## config.mk

```make
export PLATFORM = sky130hd
export DESIGN_NAME = regfile_alu_unit
export DESIGN_NICKNAME = d
export VERILOG_FILES = /design/src/rtl/regfile_alu_unit_pkg.sv /design/src/rtl/regfile_alu_unit_funct3_dec.sv /design/src/rtl/regfile_alu_unit.sv
export SDC_FILE = /design/constraint.sdc
export NUM_CORES = 2
export LEC_CHECK = 0
export CORE_MARGIN = 2
export CORE_UTILIZATION = 40
export CTS_BUF_LIST = sky130_fd_sc_hd__clkbuf_8
export CTS_CLUSTER_DIAMETER = 50
export DETAILED_ROUTE_END_ITERATION = 8
export HOLD_SLACK_MARGIN = 0.03
export SYNTH_ARGS = -nofsm -noshare
export SYNTH_HDL_FRONTEND = slang
export SYNTH_SLANG_ARGS = --single-unit
```

## constraint.sdc

```tcl
create_clock -name clk -period 12.76 [get_ports clk]
set_input_delay 2.552 -clock clk [delete_from_list [all_inputs] [get_ports clk]]
set_output_delay 2.552 -clock clk [all_outputs]
set_load 0.005 [all_outputs]
```

## src/rtl/regfile_alu_unit_pkg.sv

```systemverilog
`default_nettype none
// ============================================================================
//  Module      : regfile_alu_unit_pkg
//  Description : Shared widths and op-bit indices for the regfile/ALU slice.
//  Revision    : 1.0 - initial release
// ============================================================================
package regfile_alu_unit_pkg;

   localparam int c_XLEN   = 32;
   localparam int c_NREGS  = 32;
   localparam int c_REG_AW = 5;
   localparam int c_OP_W   = 9;

   // Bit positions inside the one-hot alu_op vector
   localparam int c_OP_AUIPC = 0;
   localparam int c_OP_LUI   = 1;
   localparam int c_OP_JAL   = 2;
   localparam int c_OP_JALR  = 3;
   localparam int c_OP_ADDI  = 4;
   localparam int c_OP_ADD   = 5;
   localparam int c_OP_LW    = 6;
   localparam int c_OP_LBU   = 7;
   localparam int c_OP_SW    = 8;

   typedef logic [c_XLEN-1:0] word_t;
   typedef logic [c_OP_W-1:0] op_vec_t;

   function automatic logic f_is_onehot(input op_vec_t v);
      return (v != '0) && ((v & (v - op_vec_t'(1))) == '0);
   endfunction

endpackage : regfile_alu_unit_pkg
`default_nettype wire

```

## src/rtl/regfile_alu_unit_funct3_dec.sv

```systemverilog
`default_nettype none
// ============================================================================
//  Module      : funct3_dec
//  Description : 3-to-8 one-hot decoder for the instruction funct3 field.
//  Revision    : 1.0 - initial release
// ============================================================================
module funct3_dec (
   input  logic [2:0] i_funct3,
   output logic [7:0] o_hot
);

   for (genvar g = 0; g < 8; g++) begin : g_hot_bit
      assign o_hot[g] = (i_funct3 == 3'(g));
   end

endmodule : funct3_dec
`default_nettype wire

```

## src/rtl/regfile_alu_unit.sv

```systemverilog
`default_nettype none
// ============================================================================
//  Module      : regfile_alu_unit
//  Description : 32x32 register file with combinational reads, a one-hot
//                ALU result mux feeding the write port, and funct3 decode.
//  Revision    : 1.0 - initial release
// ============================================================================
module regfile_alu_unit
   import regfile_alu_unit_pkg::*;
(
   input  logic        clk,
   input  logic        reset,
   input  logic        wen,
   input  logic [4:0]  waddr,
   input  logic [4:0]  raddr1,
   input  logic [4:0]  raddr2,
   input  logic [8:0]  alu_op,
   input  logic [31:0] imm,
   input  logic [31:0] pc,
   input  logic [31:0] mem_rdata,
   input  logic [2:0]  funct3,
   output logic [31:0] rdata1,
   output logic [31:0] rdata2,
   output logic [31:0] result,
   output logic [7:0]  hot_funct3
);

   word_t r_regs [c_NREGS];
   word_t w_src1;
   word_t w_src2;
   word_t w_result;
   logic  w_wr_fire;

   // Index 0 is masked on read so it stays zero regardless of array content
   assign w_src1 = (raddr1 == '0) ? '0 : r_regs[raddr1];
   assign w_src2 = (raddr2 == '0) ? '0 : r_regs[raddr2];

   assign w_wr_fire = wen && (waddr != '0);

   always_ff @(posedge clk or negedge reset) begin
      if (!reset) begin
         for (int i = 0; i < c_NREGS; i++) begin
            r_regs[i] <= '0;
         end
      end else if (w_wr_fire) begin
         r_regs[waddr] <= w_result;
      end
   end

   // Illegal op vectors (none or several bits) collapse to zero
   always_comb begin
      w_result = '0;
      if (f_is_onehot(alu_op)) begin
         case (1'b1)
            alu_op[c_OP_AUIPC]: w_result = pc + imm;
            alu_op[c_OP_LUI]:   w_result = imm;
            alu_op[c_OP_JAL]:   w_result = pc + word_t'(4);
            alu_op[c_OP_JALR]:  w_result = pc + word_t'(4);
            alu_op[c_OP_ADDI]:  w_result = w_src1 + imm;
            alu_op[c_OP_ADD]:   w_result = w_src1 + w_src2;
            alu_op[c_OP_LW]:    w_result = mem_rdata;
            alu_op[c_OP_LBU]:   w_result = {24'b0, mem_rdata[7:0]};
            alu_op[c_OP_SW]:    w_result = w_src2;
            default:            w_result = '0;
         endcase
      end
   end

   funct3_dec u_funct3_dec (
      .i_funct3 (funct3),
      .o_hot    (hot_funct3)
   );

   assign rdata1 = w_src1;
   assign rdata2 = w_src2;
   assign result = w_result;

endmodule : regfile_alu_unit
`default_nettype wire

```

==> flow_summary.json <==
{
  "gp_congestion": 0.979,
  "slew_headroom": 0.0244,
  "setup_tns_ps": 0,
  "crit_type": "in -> out",
  "crit_required_ps": 10210,
  "end_kind": "output pin",
  "place_area_mm2": 0.0660,
  "status": "finished clean",
  "nFillCells": 13900,
  "p_per_area_mw_per_mm2": 105,
  "ctsHoldBuffers": 0,
  "ys.flop_type": "dfrtp_1",
  "synth_nets": 5474,
  "drive_above_1_share": 0.288,
  "drc": 0,
  "fmax_mhz": 79.5,
  "p_leak_nw": 30.1,
  "finalHoldViolations": 0,
  "dp_cells": 7198,
  "regMostFlops": "r_regs",
  "layout_common_cells": "dfrtp_1, nand2_1, mux4_2, mux2_2, o21ai_0",
  "clkTransAtPathRegs_ps": 50,
  "fin_worst_skew_ps": 69.0,
  "period_needed_ps": 12570,
  "syn_inst": 5253,
  "core_mm2": 0.152,
  "multi_input_area_mm2": 0.0336,
  "yosysSeqAreaShare": 0.417,
  "cts_setup_buffers": 0,
  "antenna_found_initial": 14,
  "synth-edff-count": 0,
  "fp.dieW_um": 396,
  "clock_latency_ps": 930,
  "grt_pass1_vias": 47100,
  "wl_um": 228000,
  "path_max_fanout": 45,
  "via_per_inst": 6.33,
  "setup_viol": 0,
  "ant_nets": 0,
  "cp-start-kind": "input port",
  "cts-buffers-inserted": 177,
  "h-tree-depth": 4,
  "largest_register_ffs": 1024,
  "nNetsFinal": 5568,
  "maxCapViolCount": 0,
  "dpl.hpwl_um": 155000,
  "rsz0062_at_grt": "no",
  "top_regs": "r_regs x1024",
  "grt_pass1_wl_um": 332000,
  "cts-root-buf": "clkbuf_8",
  "hold_slack_ps": 396,
  "min_period_over_period": 0.985,
  "die_h_um": 396,
  "syn_area_mm2": 0.0615,
  "hp-class": "reg -> reg",
  "maxSlewViolCount": 0,
  "synth.distinct_cells": 100,
  "grt_max_degree": 168,
  "initial_core_util": 0.404,
  "cts_resized": 0,
  "drt_iter0_drc": 5157,
  "cts.path.max_buffers": 3,
  "seqCellArea_mm2": 0.0256,
  "wl_per_cell_um": 30.3,
  "num_vias": 47600,
  "final_common_cell": "dfrtp_1",
  "cts_tree": "built",
  "yosys_warnings": 0,
  "grtUsageTotal": 0.288,
  "die_area_mm2": 0.157,
  "io-pin-count": 230,
  "row_count": 143,
  "peakVddDrop_v": 0.0000795,
  "postSynthAreaPerCell_um2": 11.7,
  "fin_cells": 7513,
  "io_buffers": 229,
  "area_growth_pct": 13.3,
  "synth-seq-cells": 1024,
  "async_reset_ff_frac": 1.00,
  "grt_overflow": 0,
  "dr.pass1.iters": 6,
  "fin_area_mm2": 0.0697,
  "crit_arrival_ps": 10020,
  "cts_sinks": 1024,
  "tightest_slew_ps": 1450
}
==> kinds of logic (layout without fill, tap and decap cells) <==
family,count (synthesis),count (layout),share of synthesized area
compound gates,1183,1183,0.127
xor+xnor,93,93,0.0135
fa+ha+maj,96,96,0.0197
buf+inv,579,802,0.0430
flops,1024,1024,0.417
mux,1138,1138,0.300
other cells,0,7,0
simple gates,1140,1140,0.0805
==> area by class of cell <==
cell class              count  area share
diodes                      7    0.000251
well taps                2030      0.0365
multi-input cells        3650       0.482
flip-flops and latches   1024       0.368
clock buffers             226      0.0446
repair buffers            435      0.0577
clock inverters            82     0.00822
inverters                  59     0.00318
==> routing by layer <==
metal / track usage / wire length [um]
met5: 0 / 76
met4: 0.103 / 8340
met3: 0.0758 / 22900
met2: 0.431 / 101000
met1: 0.403 / 95800
==> power breakdown <==
part / switching, mW / total (mW) / internal [mW]
Clock: 1.46 / 3.13 / 1.68
Combinational: 0.553 / 0.866 / 0.313
Sequential: 0.0250 / 3.31 / 3.28
==> critical path, stage by stage <==
cell             delay [ps]
buf_8                   490
buf_12                  290
mux4_2                  520
mux2_2                  280
a221oi_1                970
buf_4                   240
nor3_1                  120
ha_1                    390
and3_1                  180
a221oi_1                460
inv_1                   100
a21oi_1                 150
o31ai_1                 170
a311oi_1                590
o311ai_0                400
a21o_1                  260
a21o_1                  180
mux2i_1                 120
o41a_4                  540
nor2_1                  340
clkdlybuf4s50_1         580
==> cell usage after synthesis, types with 21 or more instances <==
| cell type | instances | area share |
|---|---|---|
| o31ai_1 | 115 | 0.014 |
| inv_1 | 57 | 0.0035 |
| a211oi_1 | 33 | 0.0040 |
| buf_2 | 79 | 0.0064 |
| o211ai_1 | 21 | 0.0026 |
| mux2_1 | 29 | 0.0053 |
| mux4_2 | 514 | 0.19 |
| xnor2_1 | 53 | 0.0075 |
| ha_1 | 93 | 0.019 |
| and2_1 | 21 | 0.0021 |
| dfrtp_1 | 1024 | 0.42 |
| a221oi_1 | 65 | 0.0093 |
| buf_4 | 23 | 0.0028 |
| o221ai_1 | 53 | 0.0075 |
| mux2_2 | 463 | 0.085 |
| mux2i_1 | 132 | 0.021 |
| nand3_1 | 31 | 0.0025 |
| xor2_1 | 38 | 0.0054 |
| o21ai_1 | 46 | 0.0037 |
| buf_6 | 28 | 0.0051 |
| nor3_1 | 44 | 0.0036 |
| buf_1 | 26 | 0.0016 |
| o21ai_0 | 455 | 0.037 |
| clkbuf_1 | 357 | 0.022 |
| a21oi_1 | 137 | 0.011 |
| a21o_1 | 50 | 0.0061 |
| nor2_1 | 113 | 0.0069 |
| nand2_1 | 770 | 0.047 |
| and3_1 | 25 | 0.0025 |
==> path summary, 6_finish.rpt <==
kind,from,to,slack (ps),depth (start not counted)
max,raddr1[0],result[28],190,21
min,r_regs[1002],r_regs[1002],400,0
max reg2reg,r_regs[12],r_regs[220],5980,19
max in group asynchronous,reset,r_regs[640],8370,4
min in group asynchronous,reset,r_regs[118],1590,1
min reg2reg,r_regs[1002],r_regs[1002],400,0
==> through the flow <==
step	setup slack (ps)	utilization	power, mW
after CTS	575	0.457	7.34
after global placement	465	0.433	4.21
after floorplan	1020	-	3.84
after global routing	145	0.458	7.55
final	188	0.458	7.31
after detailed placement	575	0.433	4.22
Note: power is estimated with default switching activity, not from simulation.
